## src/rtl/pe_reg_pipe.sv

```systemverilog
// ---------------------------------------------------------------------------
// pe_reg_pipe: DEPTH-stage valid/ready register pipeline with bubble collapse.
// Each stage holds one word plus a valid bit. Words advance toward the output
// whenever the next stage is free, so empty stages never stall upstream.
//
// Optional feature macro: PE_REG_COUNT_EN (adds the occupancy port 'count').
//
// Parameters:
//   WIDTH      data width in bits (>=1)
//   DEPTH      number of register stages (>=1)
// Ports:
//   clk        clock, rising edge
//   reset      asynchronous active-low reset (clears valid and data)
//   en         global advance enable; low freezes the pipe
//   flush      synchronous clear of all valid bits, overrides en
//   in_valid   upstream word valid
//   in_ready   pipe accepts in_data this cycle
//   in_data    upstream word
//   out_valid  out_data valid
//   out_ready  downstream accepts out_data
//   out_data   word held in the last stage
//   count      number of occupied stages (PE_REG_COUNT_EN only)
// ---------------------------------------------------------------------------
module pe_reg_pipe #(
   parameter int unsigned WIDTH = 32,
   parameter int unsigned DEPTH = 2
) (
   input  logic             clk,
   input  logic             reset,
   input  logic             en,
   input  logic             flush,
   input  logic             in_valid,
   output logic             in_ready,
   input  logic [WIDTH-1:0] in_data,
   output logic             out_valid,
   input  logic             out_ready,
   output logic [WIDTH-1:0] out_data
`ifdef PE_REG_COUNT_EN
   ,
   output logic [$clog2(DEPTH+1)-1:0] count
`endif
);

   logic [DEPTH-1:0] valid_q;
   logic [DEPTH-1:0] valid_d;
   logic [WIDTH-1:0] data_q [DEPTH];
   logic [WIDTH-1:0] data_d [DEPTH];

   // move_c[i]: stage i hands its word on this cycle (to stage i+1, or out)
   logic [DEPTH-1:0] move_c;
   logic             adv_c;
   logic             in_free_c;
   logic             in_xfer_c;

   // Free/move chain resolved from the output side back toward the input
   always_comb begin : handshake
      logic ok;
      adv_c  = en & ~flush;
      move_c = '0;
      ok     = out_ready;
      for (int i = int'(DEPTH) - 1; i >= 0; i--) begin
         move_c[i] = valid_q[i] & adv_c & ok;
         ok        = ~valid_q[i] | move_c[i];
      end
      in_free_c = ok;
   end

   // reset gating keeps in_ready low while the pipe is held in reset
   assign in_ready  = reset & adv_c & in_free_c;
   assign in_xfer_c = in_valid & in_ready;
   assign out_valid = valid_q[DEPTH-1] & adv_c;
   assign out_data  = data_q[DEPTH-1];

   // Each stage loads from its upstream neighbour (or in_data), else holds
   always_comb begin : next_state
      logic             inc;
      logic [WIDTH-1:0] src;
      valid_d = '0;
      data_d  = data_q;
      inc     = in_xfer_c;
      src     = in_data;
      for (int i = 0; i < int'(DEPTH); i++) begin
         valid_d[i] = ~flush & (inc | (valid_q[i] & ~move_c[i]));
         data_d[i]  = inc ? src : data_q[i];
         inc        = move_c[i];
         src        = data_q[i];
      end
   end

   // Stage registers
   always_ff @(posedge clk or negedge reset) begin
      if (!reset) begin
         valid_q <= '0;
         for (int i = 0; i < int'(DEPTH); i++) begin
            data_q[i] <= '0;
         end
      end else begin
         valid_q <= valid_d;
         data_q  <= data_d;
      end
   end

`ifdef PE_REG_COUNT_EN
   localparam int unsigned CNT_W = $clog2(DEPTH+1);

   logic [CNT_W-1:0] count_q;
   logic [CNT_W-1:0] count_d;
   logic             out_xfer_c;

   assign out_xfer_c = move_c[DEPTH-1];

   // Occupancy tracks accepted minus emitted words
   always_comb begin
      count_d = count_q;
      if (flush) begin
         count_d = '0;
      end else if (in_xfer_c && !out_xfer_c) begin
         count_d = count_q + CNT_W'(1);
      end else if (!in_xfer_c && out_xfer_c) begin
         count_d = count_q - CNT_W'(1);
      end
   end

   always_ff @(posedge clk or negedge reset) begin
      if (!reset) begin
         count_q <= '0;
      end else begin
         count_q <= count_d;
      end
   end

   assign count = count_q;
`endif

endmodule

```

## config.mk

```make
export PLATFORM = sky130hd
export DESIGN_NAME = pe_reg_pipe
export DESIGN_NICKNAME = d
export VERILOG_FILES = /design/src/rtl/pe_reg_pipe.sv
export SDC_FILE = /design/constraint.sdc
export NUM_CORES = 1
export LEC_CHECK = 0
export CORE_MARGIN = 2
export CORE_UTILIZATION = 50
export DETAILED_ROUTE_END_ITERATION = 10
export GPL_TIMING_DRIVEN = 1
export PLACE_DENSITY = 0.82
export SLEW_MARGIN = 15
export SYNTH_ARGS = -nofsm -noshare
export SYNTH_HDL_FRONTEND = slang
export SYNTH_SLANG_ARGS = --single-unit
```

## constraint.sdc

```tcl
create_clock -name clk -period 2.45 [get_ports clk]
set_input_delay 0.49 -clock clk [delete_from_list [all_inputs] [get_ports clk]]
set_output_delay 0.49 -clock clk [all_outputs]
set_load 0.005 [all_outputs]
```

**After elaboration in Yosys (flattened, before gate mapping)**

Cells that the tools add are included.

- Flip-flop bits (word level): 66
- Output and inout bits: 34
- Input port bits: 38
- Logic and storage cells: 24

- Bitwise operators: 21

Operators by type and width:

| cell | number |
|---|---|
| bitwise AND 1 bit | 12 |
| inverter 1 bit | 5 |
| OR 1 bit | 4 |

**Logic depth before layout (Yosys ltp)**

- Depth in word-level cells: 11
- Gate-level depth with buffers: 4
- Mapped depth without buffers: 3

**Worst setup path before layout**

Ideal clock, no wire load.

- Path kind: input-to-reg
- Start point: input in_valid
- End point: register data_q[44] (netlist name)
- Path slack: 0.769 ns
- Cell stages on the path: 4
- Library setup time: 0.125 ns
- Buffers on the path: 1
- Data required time: 2.325 ns
- Arrival: 1.557 ns
- Cells stage by stage: nand2_1 -> a2111oi_4 -> buf_6 -> mux2_2

- Cells in the longest elaborated chain, start to end: 1

RTL lines:

| what | line | RTL |
|---|---|---|
| start: declaration | 32 | `input logic in_valid,` |
| bitwise AND 1 bit | 70 | `assign in_xfer_c = in_valid & in_ready;` |
| end signal: assignment | 99 | `data_q <= data_d;` |
| end: declaration | 46 | `logic [WIDTH-1:0] data_q [DEPTH];` |

No other way between the ends.
A chain may end at the register's enable or synchronous reset.

**Worst setup path after layout**

- Start point: input en
- End point: output in_ready

- Cells in the longest elaborated chain, start to end: 7
- Elaborated cells on any way between the ends: 9
- Those cells by class: bitwise: 9

RTL lines:

| what | line | RTL |
|---|---|---|
| start: declaration | 30 | `input logic en,` |
| bitwise AND 1 bit * | 58 | `adv_c = en & ~flush;` |
| bitwise AND 1 bit (2 in a row) | 62 | `move_c[i] = valid_q[i] & adv_c & ok;` |
| OR 1 bit | 63 | `ok = ~valid_q[i] \| move_c[i];` |
| bitwise AND 1 bit | 62 |  |
| OR 1 bit | 63 |  |
| bitwise AND 1 bit * | 69 | `assign in_ready = reset & adv_c & in_free_c;` |
| end: declaration | 33 | `output logic in_ready,` |

Mark *: on every way between the ends. The rest lies on a longest branch, timed or not.

==> reports/metrics.csv <==
stage,metric,value,unit
outcome,status,"finished, final reports clean",
yosys,synth-compound-area-share,1.808,%
clocking,ctsHoldBuffers,0,
clocking,post-cts-setup-buffer-count,0,
yosys,syn_nets,221,
final_layout,ff_latch_area,0.001652,mm²
yosys,ys_warn_count,0,
worst_setup_path,r2r_slack,0.75,ns
worst_setup_path,end_kind,output port,
final_layout,nNetsFinal,271,
global_routing,grt_max_degree,35,
routing,wl_per_cell,13.57,µm
yosys,yosysTopAreaCell,dfrtp_1,
timing,final-setup-viol-count,0,
clocking,ctsResizeCount,0,
timing,period_minus_slack,2.371,ns
timing,fin_worst_skew,0.006503,ns
pwr,power_density,875.5,mW/mm²
clocking,clk_transition_reported_paths,0.07,ns
final_layout,final_cell_area,0.003563,mm²
die,initial_core_util,50.91,%
die,row_count,27,
yosys,synth_xor_area_share,0,%
worst_setup_path,path_class,input port to output port,
worst_setup_path,required,1.96,ns
routing,vias_per_cell,4.787,
place,routabilityCongestion,0.7286,
yosys,ys_ff_latch,66,
routing,drc,0,
worst_setup_path,start_kind,input port,
die,die-width,78.42,µm
yosys,synth.area.top_cells,"dfrtp_1, mux2_2, buf_4, buf_6, a2111oi_4",
timing,whs,0.2437,ns
timing,max_freq,421.8,MHz
final_layout,num_antenna_cells,0,
timing,hold_violations,0,
routing,wl,4.206,mm
timing,post-route-period-util,96.76,%
clocking,cts_buffer_depth,2,
clocking,clkSinkCount,66,
place,portBuffers,71,
final_layout,drive_gt1_share,36.55,%
yosys,yosysUniqueCellTypes,18,
worst_setup_path,rr_startpoint,valid_q[1],
pwr,clockPowerShare,31.1,%
pwr,ir_drop,0.5662,mV
yosys,synthAdderAreaFrac,0,%
routing,drt-initial-drc-count,16,
die,fp.coreArea,0.005439,mm²
yosys,synth-simple-area-share,1.943,%
yosys,syn_inst,183,
final_layout,fillers,409,
routing,ant_nets,0,
clocking,clockRootBuffer,clkbuf_8,
global_routing,grt.overflow.total,0,
yosys,synth_mux_area_share,26.03,%
yosys,avgSynthCellArea,15.13,µm²
routing,drt_pre_antenna_iters,2,
final_layout,syn_to_final_growth,28.69,%
worst_setup_path,worst_r2r_endpoint,data_q[63],
job,maxCapViolations,0,
worst_hold_path,hold_path_class,input port to asynchronous set/reset pin,
global_routing,antenna_found_initial,0,
yosys,syn_area,0.002769,mm²
pwr,combPwrFrac,21.5,%
clocking,cts_htree_levels,3,
global_routing,grt_pass1_vias,1476,
pwr,switching_share,22.42,%
global_routing,grt_pass1_wl,6.948,mm
place,placed_area,0.003346,mm²
pwr,p_int,2.420,mW
yosys,ys_seq_area_share,59.65,%
final_layout,layout.cells.non_filler,310,
worst_setup_path,cp_max_fo,3,
worst_setup_path,crit_arrival,1.88,ns
timing,rsz0062_at_grt,no,
place,dp_hpwl,2.821,mm
final_layout,final_core_util,65.52,%
die,dieHeight,78.42,µm
worst_setup_path,reg2reg_depth,4,
final_layout,multi_input_area,824.5,µm²
timing,tightest_slew,0.4088,ns
global_routing,grt_usage,14.91,%
yosys,synth_top_area_share,59.65,%
routing,vias,1484,
place,dp.cells,294,
timing,tns,0,ns
clocking,insertion_delay,0.33,ns
pwr,switchingPower,0.6994,mW
timing,relSlewSlack,72.75,%
yosys,synth_top_family_by_area,multiplexers,
pwr,p_leak,1.558,nW
die,ios,72,
clocking,cts_tree,built,
pwr,p_seq_share,47.3,%
clocking,cts_buffers,9,
die,die-area,0.006149,mm²
timing,slew_violations,0,
-- synthesized netlist by cell type --
cell type and count:
a2111oi_4 1, a21oi_1 2, a22oi_1 1, and2_1 1
buf_2 3, buf_4 32, buf_6 3, dfrtp_1 66
inv_1 1, mux2_1 2, mux2_2 62, nand2_1 3
nand3_1 1, nand3b_1 1, nor2_1 1, nor2b_1 1
nor2b_4 1, o21ai_0 1
-- worst max path at each step --
stage                         from    endpoint  slack [ns]  cells past startpoint
after global placement          en    in_ready        0.08                      5
after global routing            en    in_ready        0.02                      5
after CTS                       en    in_ready        0.06                      5
after floorplan           in_valid  data_q[44]        0.77                      4
final                           en    in_ready        0.08                      5
after detailed placement        en    in_ready        0.06                      5
-- power by group through the flow --
stage / clock (mW) / combinational (mW) / sequential (mW)
finish: 0.971 / 0.672 / 1.48
global route: 1.05 / 0.725 / 1.51
detailed placement: 0 / 0.684 / 1.50
global placement: 0 / 0.669 / 1.49
CTS: 1.00 / 0.685 / 1.48
floorplan: 0 / 0.478 / 1.46
-- layout by cell type (no fill, tap or decap), drive strengths merged --
master	count
nand2	3
a22oi	1
buf	7
and2	1
clkinvlp	2
a2111oi	1
clkinv	3
nand3	1
clkdlybuf4s50	70
inv	1
clkbuf	9
a21oi	2
nor2	1
mux2	64
dfrtp	66
o21ai	1
nor2b	2
nand3b	1
bufinv	2
-- cells by family after synthesis --
family,after synthesis
mux,64
simple gates,9
compound gates,5
buf+inv,39
flops,66
-- metrics by stage --
step                setup WS [ns]  total power [mW]
global placement          0.08393             2.158
floorplan                  0.7687             1.940
finish                    0.07944             3.120
CTS                       0.06262             3.168
global route              0.02239             3.288
detailed placement        0.06262             2.184
-- final cells by class --
class                      count  area share, %
sequential                    66          46.35
tap                           72          2.528
timing repair buffer          77          21.77
clock inverter                 7          2.633
inverter                       1         0.1053
clock buffer                   9          3.476
multi-input combinational     78          23.14
-- flip-flops by register name, summed over array words and instances, names as in the netlist --
signal	count
valid_q	2
data_q	32
out_data	32
-- routing by layer --
metal / vias to the layer above / part of all wire, % / GRT usage (%) / wire [µm]
met5: - / 0 / 0 / 0
met4: 0 / 1.9 / 9.474 / 81
met3: 8 / 4.8 / 3.678 / 202
met2: 42 / 47 / 23.10 / 1994
met1: 737 / 46 / 18.82 / 1927
li1: 697 / - / - / -
-- critical path: stages --
cell and delay, ns:
clkdlybuf4s50_1 0.47, nor2b_1 0.21, nand2_1 0.07, a21oi_1 0.12
clkdlybuf4s50_1 0.51
No activity file was read; power rests on OpenSTA's default activity.
